`src/rtl/input_debounce.sv`:
```
// Synchronises and debounces a raw asynchronous input into a clean level with rise/fall event pulses.
// Optional abort counter output glitch_cnt is enabled by defining INPUT_DEBOUNCE_GLITCH_CNT_EN.
module input_debounce #(
    parameter int unsigned SYNC_STAGES = 2,
    parameter int unsigned DB_CYCLES   = 16,
    parameter int unsigned CNT_W       = 16
) (
    input  logic        mclk,
    input  logic        mreset,
    input  logic        en,
    input  logic        raw_in,
    output logic        db_out,
    output logic        rise_pulse,
    output logic        fall_pulse,
    output logic        busy
`ifdef INPUT_DEBOUNCE_GLITCH_CNT_EN
    ,
    output logic [15:0] glitch_cnt
`endif
);

    typedef enum logic [1:0] {
        LOW    = 2'd0,
        CHK_HI = 2'd1,
        HIGH   = 2'd2,
        CHK_LO = 2'd3
    } state_t;

    // Last qualification count before a candidate level is accepted.
    localparam logic [CNT_W-1:0] DB_LAST = CNT_W'(DB_CYCLES - 32'd1);
    localparam logic [CNT_W-1:0] CNT_ONE = CNT_W'(32'd1);
    localparam bit               DB_ONE  = (DB_CYCLES == 32'd1);

    logic [SYNC_STAGES-1:0] sync_r;
    logic                   s;
    state_t                 state_r;
    state_t                 state_nxt_s;
    logic [CNT_W-1:0]       cnt_r;
    logic [CNT_W-1:0]       cnt_nxt_s;
    logic                   rise_nxt_s;
    logic                   fall_nxt_s;

    assign s = sync_r[SYNC_STAGES-1];

    // Synchroniser chain; keeps running regardless of en.
    always_ff @(posedge mclk) begin
        if (mreset) begin
            sync_r <= '0;
        end else begin
            sync_r <= {sync_r[SYNC_STAGES-2:0], raw_in};
        end
    end

    // State, counter and registered outputs.
    always_ff @(posedge mclk) begin
        if (mreset) begin
            state_r    <= LOW;
            cnt_r      <= '0;
            db_out     <= 1'b0;
            rise_pulse <= 1'b0;
            fall_pulse <= 1'b0;
            busy       <= 1'b0;
        end else begin
            state_r    <= state_nxt_s;
            cnt_r      <= cnt_nxt_s;
            db_out     <= (state_nxt_s == HIGH) || (state_nxt_s == CHK_LO);
            rise_pulse <= rise_nxt_s;
            fall_pulse <= fall_nxt_s;
            busy       <= (state_nxt_s == CHK_HI) || (state_nxt_s == CHK_LO);
        end
    end

    // Next-state, counter and pulse decode.
    always_comb begin
        state_nxt_s = state_r;
        cnt_nxt_s   = cnt_r;
        rise_nxt_s  = 1'b0;
        fall_nxt_s  = 1'b0;
        case (state_r)
            LOW: begin
                if (en && s) begin
                    if (DB_ONE) begin
                        state_nxt_s = HIGH;
                        cnt_nxt_s   = '0;
                        rise_nxt_s  = 1'b1;
                    end else begin
                        state_nxt_s = CHK_HI;
                        cnt_nxt_s   = CNT_ONE;
                    end
                end else begin
                    state_nxt_s = LOW;
                end
            end
            CHK_HI: begin
                if (!en || !s) begin
                    state_nxt_s = LOW;
                    cnt_nxt_s   = '0;
                end else if (cnt_r == DB_LAST) begin
                    state_nxt_s = HIGH;
                    cnt_nxt_s   = '0;
                    rise_nxt_s  = 1'b1;
                end else begin
                    cnt_nxt_s   = cnt_r + CNT_ONE;
                end
            end
            HIGH: begin
                if (en && !s) begin
                    if (DB_ONE) begin
                        state_nxt_s = LOW;
                        cnt_nxt_s   = '0;
                        fall_nxt_s  = 1'b1;
                    end else begin
                        state_nxt_s = CHK_LO;
                        cnt_nxt_s   = CNT_ONE;
                    end
                end else begin
                    state_nxt_s = HIGH;
                end
            end
            CHK_LO: begin
                if (!en || s) begin
                    state_nxt_s = HIGH;
                    cnt_nxt_s   = '0;
                end else if (cnt_r == DB_LAST) begin
                    state_nxt_s = LOW;
                    cnt_nxt_s   = '0;
                    fall_nxt_s  = 1'b1;
                end else begin
                    cnt_nxt_s   = cnt_r + CNT_ONE;
                end
            end
            default: begin
                state_nxt_s = LOW;
                cnt_nxt_s   = '0;
            end
        endcase
    end

`ifdef INPUT_DEBOUNCE_GLITCH_CNT_EN
    logic glitch_s;

    // Only reversions of s abort-count; en=0 aborts are deliberately excluded.
    assign glitch_s = en && (((state_r == CHK_HI) && !s) || ((state_r == CHK_LO) && s));

    // Saturating abort counter.
    always_ff @(posedge mclk) begin
        if (mreset) begin
            glitch_cnt <= 16'h0000;
        end else if (glitch_s && (glitch_cnt != 16'hFFFF)) begin
            glitch_cnt <= glitch_cnt + 16'h0001;
        end else begin
            glitch_cnt <= glitch_cnt;
        end
    end
`endif

endmodule

```
`config.mk`:
```
export PLATFORM = sky130hd
export DESIGN_NAME = input_debounce
export DESIGN_NICKNAME = d
export VERILOG_FILES = /design/src/rtl/input_debounce.sv
export SDC_FILE = /design/constraint.sdc
export NUM_CORES = 1
export LEC_CHECK = 0
export BUFFER_PORTS_ARGS = -buffer_cell sky130_fd_sc_hd__buf_4
export CAP_MARGIN = 20
export CORE_MARGIN = 1
export CORE_UTILIZATION = 60
export CTS_BUF_LIST = sky130_fd_sc_hd__clkbuf_4
export DETAILED_ROUTE_END_ITERATION = 7
export PLACE_DENSITY = 0.8
export SYNTH_ARGS = -nofsm -noshare
export SYNTH_HDL_FRONTEND = slang
export SYNTH_SLANG_ARGS = --single-unit
```
`constraint.sdc`:
```
create_clock -name mclk -period 1.88 [get_ports mclk]
set_input_delay 0.282 -clock mclk [delete_from_list [all_inputs] [get_ports mclk]]
set_output_delay 0.282 -clock mclk [all_outputs]
set_load 0.03 [all_outputs]
```
# Word-level counts from Yosys, hierarchy flattened
# Cells that the tools add are included.
[totals]
out_inout_bits = 4
latchBits = 0
ff_bits = 24
input_bits = 4
romBits = 0
word_cells = 45
n_memories = 0
ram_bits = 0
[classes]
shift = 0
order_cmp = 0
n_bitwise = 2
n_eq_ne = 9
mul = 0
div = 0
n_addsub = 1
mux = 14
reduce_logical = 12
[op_table]
columns = ["op", "n"]
rows = [
  ["$mux W16", 5],
  ["$pmux W16 S4", 1],
  ["$add A16 B1 Y16 const B", 1],
  ["$eq A16 B4 Y1 const B", 1],
  ["$eq A2 B2 Y1 const B", 4],
  ["$mux W2", 4],
  ["$pmux W2 S4", 1],
  ["$reduce_or A3 Y1", 2],
  ["$eq A2 B1 Y1 const B", 2],
  ["$logic_or A1 B1 Y1", 4],
  ["$ne A2 B2 Y1 const B", 2],
  ["$mux W1", 3],
  ["$logic_and A1 B1 Y1", 2],
  ["$logic_not A1 Y1", 2],
  ["$logic_not A2 Y1", 1],
  ["$not A1 Y1", 2],
  ["$reduce_and A2 Y1", 1],
]

# Depth between registers and ports, before layout
[depth]
ltp_word = 6
depth_mapped = 6
depth_no_buf = 5

# Least setup slack after synthesis
# Ideal clock, no wire load.
[synth_path]
path_kind = "reg2reg"
from = "register cnt_r[0]"
to = "register cnt_r[1]"
n_path_buf = 1
synth_period_minus_slack_ps = 1689
setup_time_ps = 117
path_slack_ps = 191
arrival_ps = 1572
stages_incl_launch_ff = 7
required_time_ps = 1763
path_cell_list = "dfxtp_1 -> ha_1 -> and3_1 -> nand4_1 -> a32oi_1 -> buf_2 -> nor2_1"
[synth_via]
elab_chain_len = 4
elab_cells_between_ends = 6
cone_classes = "add/sub: 1; eq/ne: 1; mux: 4"
[synth_lines]
columns = ["item", "line", "source"]
rows = [
  ["start: declaration", "38", "logic [CNT_W-1:0] cnt_r;"],
  ["start signal: assignment", "65", "cnt_r <= cnt_nxt_s;"],
  ["$add A16 B1 Y16 / $eq A16 B4 Y1 (equally long branches)", "-", ""],
  ["$mux W16 *", "98, 124", ""],
  ["$mux W16 (on tied branches)", "121, 95", ""],
  ["$pmux W16 S4 *", "79", "case (state_r)"],
]
# Mark *: on every way between the ends. The rest lies on a longest branch, timed or not.
# A chain may end at the register's enable or synchronous reset.

# Worst setup path in the final report
[layout_path]
from = "register cnt_r[0]"
to = "register cnt_r[15]"
# Same word-level chain as after synthesis.

==> flow_metrics.py <==
metrics = {
    "outcome": {
        "status": "finished clean",
    },
    "setup_path": {
        "rrSetupSlack_ps": 130,
        "endpoint_kind": "flop",
        "path_class": "flop to flop",
        "crit_fanout": 15,
        "cp.required_ps": 2110,
        "arrival_ps": 1980,
        "critPathLaunchType": "flop",
    },
    "route": {
        "final_antenna_net_count": 0,
        "wl_mm": 2.180,
        "dr.pass1.iters": 4,
        "drc": 0,
        "first_iter_violations": 23,
        "viasPerCell": 6.671,
        "wl_per_cell_um": 14.63,
        "vias": 994,
    },
    "clock_tree": {
        "clock_sinks": 23,
        "path_clk_slew_ps": 130,
        "cts.root.buffer_cell": "clkbuf_4",
        "postCtsSetupBuffers": 0,
        "clk-insertion-delay-late_ps": 320,
        "hold_buffers": 0,
        "clk_path_buf_depth": 2,
        "cts_tree": "built",
        "cts-buffers-inserted": 3,
        "h-tree-depth": 1,
    },
    "sta": {
        "final_max_slew_viol_count": 0,
        "period_minus_slack_ps": 1749,
        "rsz0062_at_grt": "no",
        "setup_viol": 0,
        "max_slew_margin": 0.6528,
        "finalClockSkew_ps": 10.69,
        "tightestPinTransition_ps": 520.8,
        "worst_hold_slack_ps": 166.4,
        "setup-tns-final_ps": 0,
        "hold_violations": 0,
        "post-route-period-util": 0.9304,
        "fmax_ghz": 0.5717,
    },
    "cells_and_area": {
        "area_growth_pct": 11.53,
        "finalInstanceArea_um2": 1186,
        "multiInputGateArea_um2": 576.8,
        "register_area_um2": 460.4,
        "layout-drive-gt1-share": 0.1429,
        "antenna_cells": 0,
        "layout.nets": 139,
        "nFillCells": 116,
        "utilization": 0.7524,
    },
    "global_routing": {
        "antenna_found_initial": 0,
        "grt_pass1_wl_mm": 3.657,
        "met2_usage": 0.3735,
        "grt_usage": 0.2466,
        "grt_pass1_vias": 855,
        "use_met1": 0.3478,
        "grt_max_degree": 23,
        "grt-ovfl-total": 0,
        "top_usage_layer": "met2",
        "grt_use_met3": 0.03673,
    },
    "floorplan": {
        "die_x_um": 44.10,
        "rows": 14,
        "fp.coreArea_um2": 1577,
        "ios": 8,
        "design.die.area_um2": 1945,
        "die_h_um": 44.10,
        "initial_core_util": 0.6746,
    },
    "yosys": {
        "syn_inst": 121,
        "synthArstFlopShare": 0,
        "syn_area_per_cell_um2": 8.789,
        "ys_seq_area_frac": 0.4329,
        "ys_warn_count": 0,
        "synth_nets": 126,
        "netlist_area_um2": 1064,
        "ys_types": 29,
        "synth_seq_cells": 23,
        "synth-edff-count": 0,
        "synth_ff_type": "dfxtp_1",
    },
    "min_path": {
        "hold_class": "input port to flop",
    },
    "place": {
        "place_congestion": 0.8408,
        "post_dp_cell_area_um2": 1150,
        "detailed_place_hpwl_mm": 1.505,
        "port_buffers": 7,
    },
    "pwr": {
        "ir_drop_uv": 479.0,
        "p_per_area_nw_per_um2": 638.6,
        "p_total_w": 0.0007575,
        "p_leak_nw": 0.3804,
    },
    "flow_run": {
        "max-cap-violations": 0,
    },
}
-- area by class of cell --
class                      instances  area share
inverter                           3    0.009494
multi-input combinational         91      0.4863
timing repair buffer              12     0.07595
tap                               16     0.01688
clock buffer                       3     0.01899
clock inverter                     1    0.004219
sequential                        23      0.3882
-- sequential cells by signal, summed over array words and instances, names as in the netlist --
register / count
cnt_r: 16
db_out: 1
state_r: 1
rise_pulse: 1
fall_pulse: 1
sync_r: 2
busy: 1
-- Yosys cell counts, types with 2 or more instances --
cell type	count	area [um^2]
or4_1	7	52.55
nand4_1	5	31.28
nor2b_1	2	12.51
or3_1	7	43.79
nor4_1	3	18.77
a211oi_1	2	15.01
a21oi_1	17	85.08
nor3_1	2	10.01
nand2_1	8	30.03
o21ai_0	7	35.03
dfxtp_1	23	460.4
nor3b_1	3	22.52
nor2_1	2	7.510
inv_1	3	11.26
nand3_1	7	35.03
o21a_1	2	15.01
o31ai_1	6	45.04
clkbuf_1	2	7.510
and4_1	3	26.28
-- stage by stage --
step / setup WS (ps) / std cells
after floorplan: 190.8 / 121
after global placement: 152.1 / 145
after detailed placement: 108.7 / 145
after CTS: 53.33 / 149
after global routing: 14.49 / 149
final: 130.9 / 149
-- logic make-up after synthesis --
kind of cell	Yosys count	synth area share
multiplexers	1	0.009412
adder cells (fa/ha/maj)	1	0.01176
AND/OR/NAND/NOR	51	0.2847
XOR/XNOR	1	0.01530
AO/OA/AOI/OAI	37	0.2129
buffers and inverters	7	0.03294
flip-flops	23	0.4329
-- layout by cell type (no fill, tap or decap), types with 2 or more instances in the layout --
cell | netlist | layout
nand3_1 | 7 | 7
a211oi_1 | 2 | 2
nor3_1 | 2 | 2
nand4_1 | 5 | 5
o21a_1 | 2 | 2
nor3b_1 | 3 | 3
nor4_1 | 3 | 3
o21ai_0 | 7 | 7
dfxtp_1 | 23 | 23
nor2b_1 | 2 | 2
clkbuf_4 | 0 | 3
and4_1 | 3 | 3
or4_1 | 7 | 7
buf_4 | 0 | 12
nor2_1 | 2 | 2
o31ai_1 | 6 | 6
nand2_1 | 8 | 8
inv_1 | 3 | 3
a21oi_1 | 17 | 17
or3_1 | 7 | 7
-- what timing repair did --
action / CTS / global route
setup endpoints to repair: 0 / 10
hold endpoints to repair: 0 / 0
resized for setup: 0 / 1
-- routing by layer --
metal  part of all wire  routed length [um]
met5                  0                   0
met4              0.017                  36
met3              0.047                 102
met2               0.47                1022
met1               0.47                1018
-- critical path, cell delays in order, from the launching register on --
cell and delay, ps:
dfxtp_1 430, ha_1 220, and3_1 200, nand4_1 150, a32oi_1 240, buf_4 240, o21ba_2 180
-- report_power, final --
group / leakage (nW) / switching (W) / internal (W)
combinational: 0.177 / 0.0000183 / 0.0000136
sequential: 0.186 / 0.00000324 / 0.000491
clock: 0.0177 / 0.000152 / 0.0000797
total: 0.380 / 0.000174 / 0.000584
-- final timing paths --
path             start          to  cells after the start
max           cnt_r[0]   cnt_r[15]                      6
min             mreset  state_r[1]                      2
max reg2reg   cnt_r[0]   cnt_r[15]                      6
min reg2reg  sync_r[0]   sync_r[1]                      1
Note: power is estimated with default switching activity, not from simulation.
